## config.mk

```make
export PLATFORM = sky130hd
export DESIGN_NAME = rr_arbiter16_flat
export DESIGN_NICKNAME = d
export VERILOG_FILES = /design/src/rtl/arb_pkg.sv /design/src/rtl/rr_arbiter16_if.sv /design/src/rtl/rr_pick16.sv /design/src/rtl/rr_arbiter16.sv /design/src/flat_wrapper.sv
export SDC_FILE = /design/constraint.sdc
export NUM_CORES = 1
export LEC_CHECK = 0
export ABC_AREA = 1
export CAP_MARGIN = 30
export CORE_MARGIN = 2
export CORE_UTILIZATION = 40
export DETAILED_ROUTE_END_ITERATION = 16
export GPL_TIMING_DRIVEN = 0
export SETUP_SLACK_MARGIN = 0.4
export SYNTH_ARGS = -nofsm -noshare
export SYNTH_HDL_FRONTEND = slang
export SYNTH_SLANG_ARGS = --single-unit
```

## constraint.sdc

```tcl
create_clock -name clk -period 2.95 [get_ports clk]
set_input_delay 0.59 -clock clk [delete_from_list [all_inputs] [get_ports clk]]
set_output_delay 0.59 -clock clk [all_outputs]
set_load 0.005 [all_outputs]
```

## src/rtl/arb_pkg.sv

```systemverilog
// Shared types and constants for the 16-way round-robin arbiter.
// enc4 returns the position of the lowest set bit of a nibble.
package arb_pkg;

  localparam int unsigned N_REQ = 16;
  localparam int unsigned IDX_W = 4;

  typedef enum logic {IDLE, BUSY} arb_state_t;

  typedef logic [N_REQ-1:0] req_vec_t;

  // Callers gate the result with |v, so an all-zero input may return any index.
  function automatic logic [1:0] enc4(input logic [3:0] v);
    logic [1:0] pos;
    if (v[0]) begin
      pos = 2'd0;
    end else if (v[1]) begin
      pos = 2'd1;
    end else if (v[2]) begin
      pos = 2'd2;
    end else begin
      pos = 2'd3;
    end
    return pos;
  endfunction

endpackage

```

## src/rtl/rr_arbiter16_if.sv

```systemverilog
// Request/grant bundle between the requesters (master) and the arbiter (slave).
interface rr_arbiter16_if import arb_pkg::*; ();

  logic              en;
  req_vec_t          req;
  req_vec_t          gnt;
  logic [IDX_W-1:0]  gnt_idx;
  logic              gnt_valid;
  logic              busy;

  modport master (
    output en, req,
    input  gnt, gnt_idx, gnt_valid, busy
  );

  modport slave (
    input  en, req,
    output gnt, gnt_idx, gnt_valid, busy
  );

endinterface

```

## src/rtl/rr_pick16.sv

```systemverilog
// Combinational round-robin pick: the first set bit of req at or after ptr, wrapping mod 16.
// The rotated vector is encoded as four nibbles, and a second-level encoder selects the nibble.
module rr_pick16 import arb_pkg::*; (
  input  req_vec_t         req,
  input  logic [IDX_W-1:0] ptr,
  output logic             any,
  output logic [IDX_W-1:0] idx
);

  req_vec_t   rot;
  logic [3:0] grp_any;
  logic [1:0] grp_lo [4];
  logic [1:0] grp_sel;

  // Rotating right by ptr moves requester ptr to bit 0, which gives it the highest priority.
  always_comb begin
    rot = req_vec_t'({req, req} >> ptr);
  end

  always_comb begin
    for (int g = 0; g < 4; g++) begin
      grp_any[g] = |rot[4*g +: 4];
      grp_lo[g]  = enc4(rot[4*g +: 4]);
    end
  end

  always_comb begin
    grp_sel = enc4(grp_any);
    any     = |grp_any;
    idx     = {grp_sel, grp_lo[grp_sel]} + ptr;
  end

endmodule

```

## src/rtl/rr_arbiter16.sv

```systemverilog
// Round-robin arbiter for 16 requesters. It issues registered grants with a hold limit and
// inserts one idle turnaround cycle between consecutive grants.
module rr_arbiter16 import arb_pkg::*; #(
  parameter int unsigned N        = 16,
  parameter int unsigned IDXW     = 4,
  parameter int unsigned MAX_HOLD = 8
) (
  input logic           clk,
  input logic           rst_n,
  rr_arbiter16_if.slave bus
);

  localparam int unsigned CntW = (MAX_HOLD > 1) ? $clog2(MAX_HOLD) : 1;

  arb_state_t      state_q;
  logic [N-1:0]    gnt_q;
  logic [IDXW-1:0] idx_q;
  logic            valid_q;
  logic            busy_q;
  logic [IDXW-1:0] ptr_q;
  logic [CntW-1:0] hold_q;

  logic            pick_any;
  logic [IDXW-1:0] pick_idx;
  logic            req_held;
  logic            hold_limit;

  rr_pick16 u_pick (
    .req (bus.req),
    .ptr (ptr_q),
    .any (pick_any),
    .idx (pick_idx)
  );

  always_comb begin
    req_held   = bus.req[idx_q];
    hold_limit = (MAX_HOLD != 0) && (hold_q == CntW'(MAX_HOLD - 1));
  end

  always_ff @(posedge clk or negedge rst_n) begin
    if (!rst_n) begin
      state_q <= IDLE;
      gnt_q   <= '0;
      idx_q   <= '0;
      valid_q <= 1'b0;
      busy_q  <= 1'b0;
      ptr_q   <= '0;
      hold_q  <= '0;
    end else begin
      unique case (state_q)
        IDLE: begin
          if (bus.en && pick_any) begin
            state_q <= BUSY;
            gnt_q   <= {{(N-1){1'b0}}, 1'b1} << pick_idx;
            idx_q   <= pick_idx;
            valid_q <= 1'b1;
            busy_q  <= 1'b1;
            hold_q  <= '0;
          end
        end
        BUSY: begin
          // No preemption: only the holder's own request and the hold limit end a grant.
          if (!req_held || hold_limit) begin
            state_q <= IDLE;
            gnt_q   <= '0;
            valid_q <= 1'b0;
            busy_q  <= 1'b0;
            ptr_q   <= idx_q + 1'b1;
            hold_q  <= '0;
          end else begin
            hold_q  <= hold_q + 1'b1;
          end
        end
      endcase
    end
  end

  assign bus.gnt       = gnt_q;
  assign bus.gnt_idx   = idx_q;
  assign bus.gnt_valid = valid_q;
  assign bus.busy      = busy_q;

endmodule

```

## src/flat_wrapper.sv

```systemverilog
// flat-port wrapper written by rule: the top's interface ports become plain ports
module rr_arbiter16_flat import arb_pkg::*;
#(
  parameter int unsigned N        = 16,
  parameter int unsigned IDXW     = 4,
  parameter int unsigned MAX_HOLD = 8
)
  (clk, rst_n, bus_en, bus_req, bus_gnt, bus_gnt_idx, bus_gnt_valid, bus_busy);
  rr_arbiter16_if bus_i ();
  input logic clk;
  input logic rst_n;
  input wire logic [$bits(bus_i.en)-1:0] bus_en;
  input wire logic [$bits(bus_i.req)-1:0] bus_req;
  output wire logic [$bits(bus_i.gnt)-1:0] bus_gnt;
  output wire logic [$bits(bus_i.gnt_idx)-1:0] bus_gnt_idx;
  output wire logic [$bits(bus_i.gnt_valid)-1:0] bus_gnt_valid;
  output wire logic [$bits(bus_i.busy)-1:0] bus_busy;
  assign bus_i.en = bus_en;
  assign bus_i.req = bus_req;
  assign bus_gnt = bus_i.gnt;
  assign bus_gnt_idx = bus_i.gnt_idx;
  assign bus_gnt_valid = bus_i.gnt_valid;
  assign bus_busy = bus_i.busy;
  rr_arbiter16 #(.N(N), .IDXW(IDXW), .MAX_HOLD(MAX_HOLD)) u_core (.clk(clk), .rst_n(rst_n), .bus(bus_i));
endmodule
```

Word level (Yosys, flattened, before mapping). Index checks and enable logic that the tools add are counted.

Flip-flop bits (word level): 29. Logic and storage cells: 60. Input bits: 19.

Muxes and demuxes: 32. $lt $le $gt $ge: 2. Shift operators: 2. Bitwise gates (word level): 2. Reductions and logical operators: 10. $add $sub $neg: 3. Equal/unequal tests: 3.

Operators with widths (count): $mux 16 (2); $pmux 16 s2 (1); $shr 32x4->16 (1); $mux 2 (12); $reduce_or 16->1 (1); $shl 1x4->16 const A (1); $reduce_or 4->1 (3); $mux 1 (10); $mux 3 (2); $pmux 3 s2 (1); $reduce_and 2->1 (3); $lt 4x5->1 const B (1); $add 4x1->4 const B (1); $add 4x4->4 (1); $bmux 1 s4 (1); $bmux 2 s2 (1); $pmux 1 s2 (2); $add 3x1->3 const B (1); $eq 3x3->1 const B (1); $ge 3x3->1 const B (1); $not 2->3 (1); $ne 2x1->1 const B (1); $ne 2x2->1 const B (1); $logic_and 1x1->1 (1); 3 further kinds (3).

Depth between registers and ports, before layout. Gate-level depths: netlist of the first run.

Depth after elaboration: 13. Mapped depth: 28.

By module. From an unflattened synthesis of the first run, not the netlist that was laid out.

Cell total of the unflattened synthesis: 424. Area total of the unflattened synthesis: 2954.1 um2.

By module, submodules not included: rr_arbiter16 (cells each 194, seq. area each 725.7 um2, instances 1, area each 1500.2 um2); rr_pick16 (cells each 230, seq. area each 0.0 um2, instances 1, area each 1453.9 um2).

Worst setup path before layout of the first run. OpenSTA, ideal clock, no wires.

Path type: flip-flop to flip-flop. Start point: register u_core.ptr_q[0]. End point: register u_core.gnt_q[11], in the netlist u_core.bus.gnt[11]. Data arrival time: 3172 ps. Slack: -287 ps. Stages on the path, launching flop included: 24. Cell sequence: dfrtp_1 -> buf_6 -> buf_4 -> nand2_1 -> nand3_2 -> nand3_1 -> nand3_2 -> nand2_1 -> nand2_2 -> nor2_8 -> nand2_1 -> nand2_1 -> o21ai_0 -> a21oi_1 -> ha_1 -> inv_1 -> fa_1 -> xor2_1 -> inv_1 -> nor3_1 -> nand3_1 -> nor2_1 -> nand2_1 -> nand2_1.

Longest elaborated chain between the ends: 13. Elaborated cells between the ends (all ways): 31. Those cells by class: add/sub: 1; eq/ne: 1; shift: 2; mux: 20; bitwise: 1; reduce/logical: 6.

Ends and longest elaborated chain: start: declaration (line rr_arbiter16.sv:20) `logic [IDXW-1:0] ptr_q;`; start signal: assignment (line rr_arbiter16.sv:68) `ptr_q <= idx_q + 1'b1;`; $shr 32x4->16 (line rr_pick16.sv:17) `rot = req_vec_t'({req, req} >> ptr);`; $reduce_or 4->1 (line rr_pick16.sv:22) `grp_any[g] = |rot[4*g +: 4];`; $mux 1 (line arb_pkg.sv:19) `end else if (v[2]) begin`; $mux 2 (line arb_pkg.sv:17) `end else if (v[1]) begin`; $mux 2 (line arb_pkg.sv:15) `if (v[0]) begin`; $not 2->3 (implied by the code) (line rr_pick16.sv:30) `idx = {grp_sel, grp_lo[grp_sel]} + ptr;`; $bmux 2 s2 (line rr_pick16.sv:30); $mux 2 (implied by the code) (2 in series) (line rr_pick16.sv:30); $add 4x4->4 (line rr_pick16.sv:30); $shl 1x4->16 (line rr_arbiter16.sv:54) `gnt_q <= {{(N-1){1'b0}}, 1'b1} << pick_idx;`; $mux 16 (line rr_arbiter16.sv:52) `if (bus.en && pick_any) begin`; $pmux 16 s2 (line rr_arbiter16.sv:50) `unique case (state_q)`; end signal: assignment (line rr_arbiter16.sv:54); end: declaration (line rr_arbiter16.sv:16) `logic [N-1:0] gnt_q;`.

Several ways; a longest one is shown, not always the timed one. The select of a mux whose other input is x is not followed. A chain may end at the register's enable or synchronous reset.

Final worst setup path of the first run.
Start point: register u_core.ptr_q[0]. End point: register u_core.gnt_q[12], in the netlist u_core.bus.gnt[12].

The elaborated chain is that of the path after synthesis.

==> qor_table.md, run 1 <==
| Group | Result | Value |
|:---|:---|:---|
| synth | Mapped Area | 2800 sq um |
| drt | Iteration-0 DRC Markers | 263 |
| setup path | Maximum net fanout on the critical path | 8 |
| final layout | Number of diodes added for antenna fixing | 0 |
| timing | Final hold vios | 0 |
| synth | Number of enable-type register cells in the synthesized netlist | 0 |
| setup path | Reg2reg path depth | 26 |
| synth | Number of warnings printed during yosys synthesis | 0 |
| synth | Post-synth top flop | sky130_fd_sc_hd__dfrtp_1 |
| synth | Post-Syn Instances | 410 |
| drt | Total vias in the final route | 3243 |
| placed design | Port Buffers | 40 |
| floorplan | Die Span X | 87.6 um |
| setup path | Standard cell with the maximum stage delay on the critical path | sky130_fd_sc_hd__fa_2 |
| global route | Grt ovf | 0 |
| cts | Buffer depth of the longest clock path | 2 |
| setup path | Worst stage delay on the critical path | 0.37 ns |
| cts | Post-CTS Hold Fix Bufs | 0 |
| synth | Share of synthesized registers carrying an async set or reset | 1.00 |
| synth | Number of nets in the synthesized netlist | 436 |
| floorplan | Starting density of the core | 0.412 |
| placed design | Final estimated routing congestion in global placement | 0.909 |
| setup path | Data arrival at the endpoint of the critical path | 3.64 ns |
| timing | Layout Skew | 0.00870 ns |
| floorplan | Number of standard-cell rows in the floorplan | 30 |
| cts | Clock tree from TritonCTS | yes |
| synth | Cell variety after synth | 37 |
| global route | First-pass GRT wire length | 15800 um |
| synth | Area contributors post-synth | sky130_fd_sc_hd__dfrtp_1, sky130_fd_sc_hd__nand2_1, sky130_fd_sc_hd__nand3_1, sky130_fd_sc_hd__nand3_2, sky130_fd_sc_hd__nand2_2 |
| floorplan | Total die area | 7680 sq um |
| drt | Vias per Instance | 5.49 |
| timing | Slew @ Worst Pin | 0.802 ns |
| synth | Top-area cell type share of the netlist area | 0.259 |
| run status | Violations in the final reports | negative setup slack |
| cts | Worst-skew pair later-pin latency | 0.29 ns |
| setup path | Endpoint class of the critical path | flip-flop |
| cts | Buffer cell driving the clock tree root | sky130_fd_sc_hd__clkbuf_8 |
| min path | Hold EP | u_core.bus.gnt[1] |
| timing | Min Clock Period, post-route | 3.41 ns |
| cts | Clock sinks | 29 |
| synth | Synth area leader | sky130_fd_sc_hd__dfrtp_1 |
| global route | Number of antenna violations at the first check in global routing | 0 |
| drt | Average wire per standard cell | 17.2 um |
| cts | Clk pin slew, worst setup/hold paths | 0.07 ns |
| job | Max-cap check violation count | 0 |
| min path | Path class of the lowest-slack min-delay path | flip-flop to flip-flop |
| timing | Slew Viols, Final | 0 |
| setup path | Critical register-to-register path startpoint | u_core.ptr_q[0] |
| timing | Achievable clock frequency | 293 MHz |
| global route | Overall track demand over capacity in global routing | 0.265 |
| final layout | Area growth syn-to-layout | 69.5% |
| final layout | Share of cells above drive strength 1 | 0.491 |
| setup path | Required time at the worst-slack endpoint | 3.18 ns |
| min path | Hold path start | u_core.bus.gnt[1] |
| floorplan | Core Area | 6790 sq um |
| final layout | Nets | 520 |
| setup path | Library cell appearing most often on the critical path | sky130_fd_sc_hd__nand2_2 |
| timing | Headroom to the max-slew limit | 0.464 |
| synth | Mean area per synthesized cell | 6.82 sq um |
| cts | Clock buffer count from CTS | 5 |
| global route | Maximum number of pins on one net before global-route repair | 17 |
| setup path | Nature of the critical path startpoint | flip-flop |
| timing | Share of the clock period used by the worst path | 1.16 |
| floorplan | Die Height | 87.6 um |
| drt | TritonRoute pass-1 iters | 5 |
| drt | Total DRC errors in the routed layout | 0 |
| global route | Number of global-route vias before repair | 3234 |
| synth | Fraction of the yosys area taken by sequential cells | 0.259 |
| drt | WL final | 10200 um |
| setup path | Reg-to-reg slack, setup | -0.46 ns |
| setup path | Reg-to-reg endpoint | u_core.bus.gnt[12] |
| floorplan | Num ports | 41 |
| timing | Final count of negative-setup-slack endpoints | 18 |
| timing | RSZ-0062 raised after global routing | yes |
| cts | Number of H-tree branching levels | 2 |
| timing | Hold_ws | 0.513 ns |
| drt | Remaining antenna violation count | 0 |
| placed design | HPWL Detailed | 6750 um |
| run status | Run status | finished with violations |
| min path | Worst hold path depth | 2 |
| setup path | Path type of the worst setup path | flip-flop to flip-flop |
| timing | Post-route setup slack | -0.459 ns |
| synth | Number of flip-flops and latches in the synthesized netlist | 29 |
worst max path at each step:
| stage | start | endpoint | slack [ns] | cells after the start |
|---|---|---|---|---|
| 2_1_floorplan | u_core.ptr_q[0] | u_core.bus.gnt[12] | -0.08 | 23 |
| 3_3_place_gp | bus_req[0] | u_core.bus.gnt[8] | -1.03 | 23 |
| 3_5_place_dp | bus_req[7] | u_core.bus.gnt[8] | -1.01 | 23 |
| 4_1_cts | u_core.ptr_q[0] | u_core.bus.gnt[13] | -0.39 | 26 |
| 5_1_grt | u_core.ptr_q[0] | u_core.bus.gnt[12] | -0.67 | 26 |
| 6_report | u_core.ptr_q[0] | u_core.bus.gnt[12] | -0.46 | 26 |
synth_stat cells, types with 4 or more instances:
library cell	instances
sky130_fd_sc_hd__inv_1	14
sky130_fd_sc_hd__nand3_2	25
sky130_fd_sc_hd__buf_4	4
sky130_fd_sc_hd__nand3_1	89
sky130_fd_sc_hd__dfrtp_1	29
sky130_fd_sc_hd__nand2_1	124
sky130_fd_sc_hd__nor2_1	26
sky130_fd_sc_hd__nand2_2	16
sky130_fd_sc_hd__nor3_1	7
sky130_fd_sc_hd__ha_1	6
sky130_fd_sc_hd__a21oi_1	6
sky130_fd_sc_hd__buf_2	7
sky130_fd_sc_hd__o21ai_0	19
placed cells by master, fill, tap and decap left out, drive strengths merged, types with 2 or more instances in the layout:
| cell | count |
|---|---|
| clkinv | 2 |
| nand2 | 144 |
| dlygate4sd2 | 13 |
| clkdlybuf4s15 | 2 |
| nor3 | 7 |
| ha | 6 |
| inv | 17 |
| clkbuf | 11 |
| xor2 | 3 |
| a21oi | 7 |
| dfrtp | 29 |
| o21ai | 21 |
| o221ai | 2 |
| nand3 | 117 |
| clkdlybuf4s50 | 24 |
| nor2 | 29 |
| buf | 51 |
sequential cells by signal, summed over array words and instances, names as in the netlist:
register,cells
u_core.bus.gnt,16
u_core.bus.gnt_idx,4
u_core.bus.gnt_valid,1
u_core.hold_q,3
u_core.ptr_q,4
u_core.state_q,1
per-stage QoR:
| step | std cells | setup WS (ns) | cell area [sq um] | TNS, ns | utilization |
|---|---|---|---|---|---|
| 2_1_floorplan | 410 | -0.0808 | 3050 | -0.488 | - |
| 3_3_place_gp | 546 | -1.03 | 3570 | -16.97 | 0.525 |
| 3_5_place_dp | 547 | -1.01 | 3580 | -16.97 | 0.527 |
| 4_1_cts | 578 | -0.392 | 4280 | -5.49 | 0.631 |
| 5_1_grt | 591 | -0.675 | 4740 | -9.97 | 0.698 |
| 6_report | 591 | -0.459 | 4740 | -6.28 | 0.698 |
what timing repair did:
item / 4_1_cts / 5_1_grt
gates resized for setup: 101 / 81
setup endpoints to repair: 20 / 20
pin swaps: 34 / 22
gates cloned: 3 / 1
setup buffers: 20 / 12
critical path, delay by kind of cell (launching register included):
family	cells	cell delay (ns)
xor+xnor	1	0.19
fa+ha+maj	2	0.53
flops	1	0.36
buf+inv	5	0.59
compound gates	2	0.24
simple gates	16	1.42
final cells by class:
class	count	area, sq um
Multi-Input combinational cell	344	2760
Fill cell	542	2050
Timing Repair Buffer	75	732
Sequential cell	29	726
Buffer	20	193
Tap cell	96	120
Inverter	19	108
Clock buffer	7	96.3
Clock inverter	1	5.00
cell families (layout without fill, tap and decap cells):
kind of cell / count (synthesis) / after routing / share of synthesized area
compound gates: 35 / 35 / 0.0711
xor+xnor: 4 / 4 / 0.0125
fa+ha+maj: 7 / 7 / 0.0340
buf+inv: 39 / 122 / 0.0814
flops: 29 / 29 / 0.259
simple gates: 296 / 298 / 0.542
routing by layer:
layer  share of wire  track usage  vias up  wire [um]
met3           0.049       0.0434       22        495
met2            0.52        0.459      117       5320
met1            0.41        0.332     1533       4170
li1                -            -     1571          -
met5               0            0        -          0
met4           0.021       0.0951        0        211
Power of run 1 is left out: the tool's default activity adds up to more than one toggle a clock period on the data nets, which glitch-free logic cannot reach.
==> run 2: changes to the inputs <==
--- a/config.mk
+++ b/config.mk
@@ -7,7 +7,7 @@
 export LEC_CHECK = 0
 export ABC_AREA = 1
 export CAP_MARGIN = 30
-export CORE_MARGIN = 2
+export CORE_MARGIN = 1.5
 export CORE_UTILIZATION = 40
 export DETAILED_ROUTE_END_ITERATION = 16
 export GPL_TIMING_DRIVEN = 0
==> run 2 against run 1 <==
Effect of this change:
- design area hardly changed
- utilization is essentially flat
- global-route usage rose by 1.2 points
- count of clock-buffer cells in the layout decreased by 2
- register-to-register slack got worse by 0.16 ns
- setup slack lost 0.16 ns
- clock skew fell by 0.00057 ns
- the run still ends with negative setup slack left
- routed wire length rose by 5.7%
- via count rose by 5.2%
- hold slack got worse by 0.0044 ns
- fmax decreased by 4.4%
==> qor_table.md, run 2 (synthesized netlist as in run 1, its figures left out) <==
| Group | Result | Value |
|:---|:---|:---|
| run status | Run status | finished with violations |
| setup path | Standard cell with the maximum stage delay on the critical path | sky130_fd_sc_hd__fa_2 |
| job | Max-cap check violation count | 0 |
| global route | Maximum number of pins on one net before global-route repair | 16 |
| floorplan | Starting density of the core | 0.412 |
| final layout | Filler instances | 543 |
| min path | Path class of the lowest-slack min-delay path | flip-flop to flip-flop |
| timing | Achievable clock frequency | 281 MHz |
| floorplan | Num ports | 41 |
| timing | Final hold vios | 0 |
| floorplan | Die Span X | 86.6 um |
| placed design | HPWL Detailed | 6540 um |
| drt | Total DRC errors in the routed layout | 0 |
| timing | Slew @ Worst Pin | 0.792 ns |
| final layout | Most frequent standard cell in the layout excluding fill and tap cells | sky130_fd_sc_hd__nand2_1 |
| floorplan | Die Height | 86.6 um |
| final layout | Nets | 523 |
| cts | Post-CTS Hold Fix Bufs | 0 |
| setup path | Data arrival at the endpoint of the critical path | 3.79 ns |
| setup path | Endpoint class of the critical path | flip-flop |
| final layout | Area growth syn-to-layout | 69.5% |
| floorplan | Number of standard-cell rows in the floorplan | 30 |
| cts | Buffer depth of the longest clock path | 2 |
| drt | Total vias in the final route | 3411 |
| setup path | Number of buffer and inverter instances along the worst setup path | 6 |
| drt | Iteration-0 DRC Markers | 226 |
| run status | Violations in the final reports | negative setup slack |
| timing | Post-route setup slack | -0.615 ns |
| global route | Number of global-route vias before repair | 3308 |
| cts | Clock buffer count from CTS | 5 |
| placed design | Final estimated routing congestion in global placement | 0.887 |
| drt | Vias per Instance | 5.74 |
| timing | Headroom to the max-slew limit | 0.470 |
| final layout | Leading cell types in the layout, fill and taps excluded | sky130_fd_sc_hd__nand2_1, sky130_fd_sc_hd__nand3_2, sky130_fd_sc_hd__buf_4 |
| global route | Number of antenna violations at the first check in global routing | 0 |
| final layout | Max FFs per register | 16 |
| setup path | Maximum net fanout on the critical path | 8 |
| setup path | Worst stage delay on the critical path | 0.37 ns |
| drt | Average wire per standard cell | 18.1 um |
| timing | Layout Skew | 0.00814 ns |
| cts | Clock tree from TritonCTS | yes |
| setup path | Top cell family by delay on the critical path | simple AND/OR/NAND/NOR gates |
| cts | Buffer cell driving the clock tree root | sky130_fd_sc_hd__clkbuf_8 |
| timing | Share of the clock period used by the worst path | 1.21 |
| setup path | Nature of the critical path startpoint | flip-flop |
| drt | Remaining antenna violation count | 0 |
| final layout | Number of diodes added for antenna fixing | 0 |
| floorplan | Total die area | 7500 sq um |
| timing | Final count of negative-setup-slack endpoints | 19 |
| cts | Clock sinks | 29 |
| setup path | Path type of the worst setup path | flip-flop to flip-flop |
| global route | First-pass GRT wire length | 16300 um |
| cts | Worst-skew pair later-pin latency | 0.29 ns |
| placed design | Port Buffers | 40 |
| cts | Clk pin slew, worst setup/hold paths | 0.07 ns |
| timing | RSZ-0062 raised after global routing | yes |
| timing | Setup TNS Final | -8.68 ns |
| timing | Slew Viols, Final | 0 |
| global route | Grt ovf | 0 |
| setup path | Library cell appearing most often on the critical path | sky130_fd_sc_hd__nand2_2 |
| global route | Overall track demand over capacity in global routing | 0.277 |
| final layout | Share of cells above drive strength 1 | 0.486 |
| drt | TritonRoute pass-1 iters | 5 |
| drt | WL final | 10800 um |
| cts | Number of H-tree branching levels | 2 |
| floorplan | Core Area | 6790 sq um |
| setup path | Required time at the worst-slack endpoint | 3.18 ns |
| timing | Min Clock Period, post-route | 3.56 ns |
## run 2: per-layer routing
metal | part of all wire | global-route usage
met1 | 0.39 | 0.339
met2 | 0.50 | 0.472
met3 | 0.063 | 0.0486
met4 | 0.049 | 0.129
met5 | 0 | 0
## run 2: timing repair
action,in CTS,in global routing
resized for setup,108,69
buffers inserted,21,15
setup endpoints to repair,20,20
pin swaps,23,35
gates cloned,3,0
## run 2: final timing paths
kind,from,end,slack [ns],cells after the start
max,u_core.ptr_q[0],u_core.bus.gnt[13],-0.61,27
min,u_core.bus.gnt[10],u_core.bus.gnt[10],0.51,2
max reg2reg,u_core.ptr_q[0],u_core.bus.gnt[13],-0.61,27
min reg2reg,u_core.bus.gnt[10],u_core.bus.gnt[10],0.51,2
max in group asynchronous,rst_n,u_core.bus.gnt_idx[0],1.64,2
min in group asynchronous,rst_n,u_core.bus.gnt[4],0.76,1
## run 2: worst register-to-register path, stage by stage (launching register included)
cell                      delay (ns)
sky130_fd_sc_hd__dfrtp_1        0.36
sky130_fd_sc_hd__buf_6          0.17
sky130_fd_sc_hd__inv_8          0.07
sky130_fd_sc_hd__buf_12         0.14
sky130_fd_sc_hd__nand2_2        0.09
sky130_fd_sc_hd__nand3_2        0.11
sky130_fd_sc_hd__nand3_2        0.11
sky130_fd_sc_hd__nand2_2        0.09
sky130_fd_sc_hd__nand2_2        0.08
sky130_fd_sc_hd__nand2_2        0.07
sky130_fd_sc_hd__nor2_4         0.12
sky130_fd_sc_hd__nand2_2        0.08
sky130_fd_sc_hd__nand2_2        0.10
sky130_fd_sc_hd__nand2_4        0.07
sky130_fd_sc_hd__nand2_2        0.06
sky130_fd_sc_hd__o21ai_2        0.05
sky130_fd_sc_hd__a21oi_2        0.17
sky130_fd_sc_hd__ha_4           0.16
sky130_fd_sc_hd__inv_2          0.03
sky130_fd_sc_hd__fa_2           0.37
sky130_fd_sc_hd__xor2_4         0.20
sky130_fd_sc_hd__buf_4          0.16
sky130_fd_sc_hd__buf_6          0.11
sky130_fd_sc_hd__nor3_4         0.18
sky130_fd_sc_hd__nand3_1        0.10
sky130_fd_sc_hd__nor2_1         0.11
sky130_fd_sc_hd__nand2_1        0.07
sky130_fd_sc_hd__nand2_1        0.07
## run 2: area by class of cell
| class | count | area [sq um] | area share |
|---|---|---|---|
| multi-input cells | 343 | 2760 | 0.582 |
| repair buffers | 79 | 744 | 0.157 |
| flip-flops and latches | 29 | 726 | 0.153 |
| plain buffers | 20 | 195 | 0.0412 |
| well taps | 96 | 120 | 0.0253 |
| inverters | 19 | 109 | 0.0230 |
| clock buffers | 5 | 68.8 | 0.0145 |
| clock inverters | 3 | 17.5 | 0.00369 |
## run 2: metrics by stage
step | instance area, sq um | util | worst slack (ns) | std cells | hold slack [ns]
6_report | 4740 | 0.698 | -0.615 | 594 | 0.509
5_1_grt | 4740 | 0.698 | -0.820 | 594 | 0.533
4_1_cts | 4320 | 0.635 | -0.403 | 579 | 0.513
3_5_place_dp | 3590 | 0.529 | -1.03 | 547 | 0.494
3_3_place_gp | 3570 | 0.525 | -1.03 | 546 | 0.491
2_1_floorplan | 3050 | - | -0.0808 | 410 | 0.294
Power of run 2 is left out for the same reason.
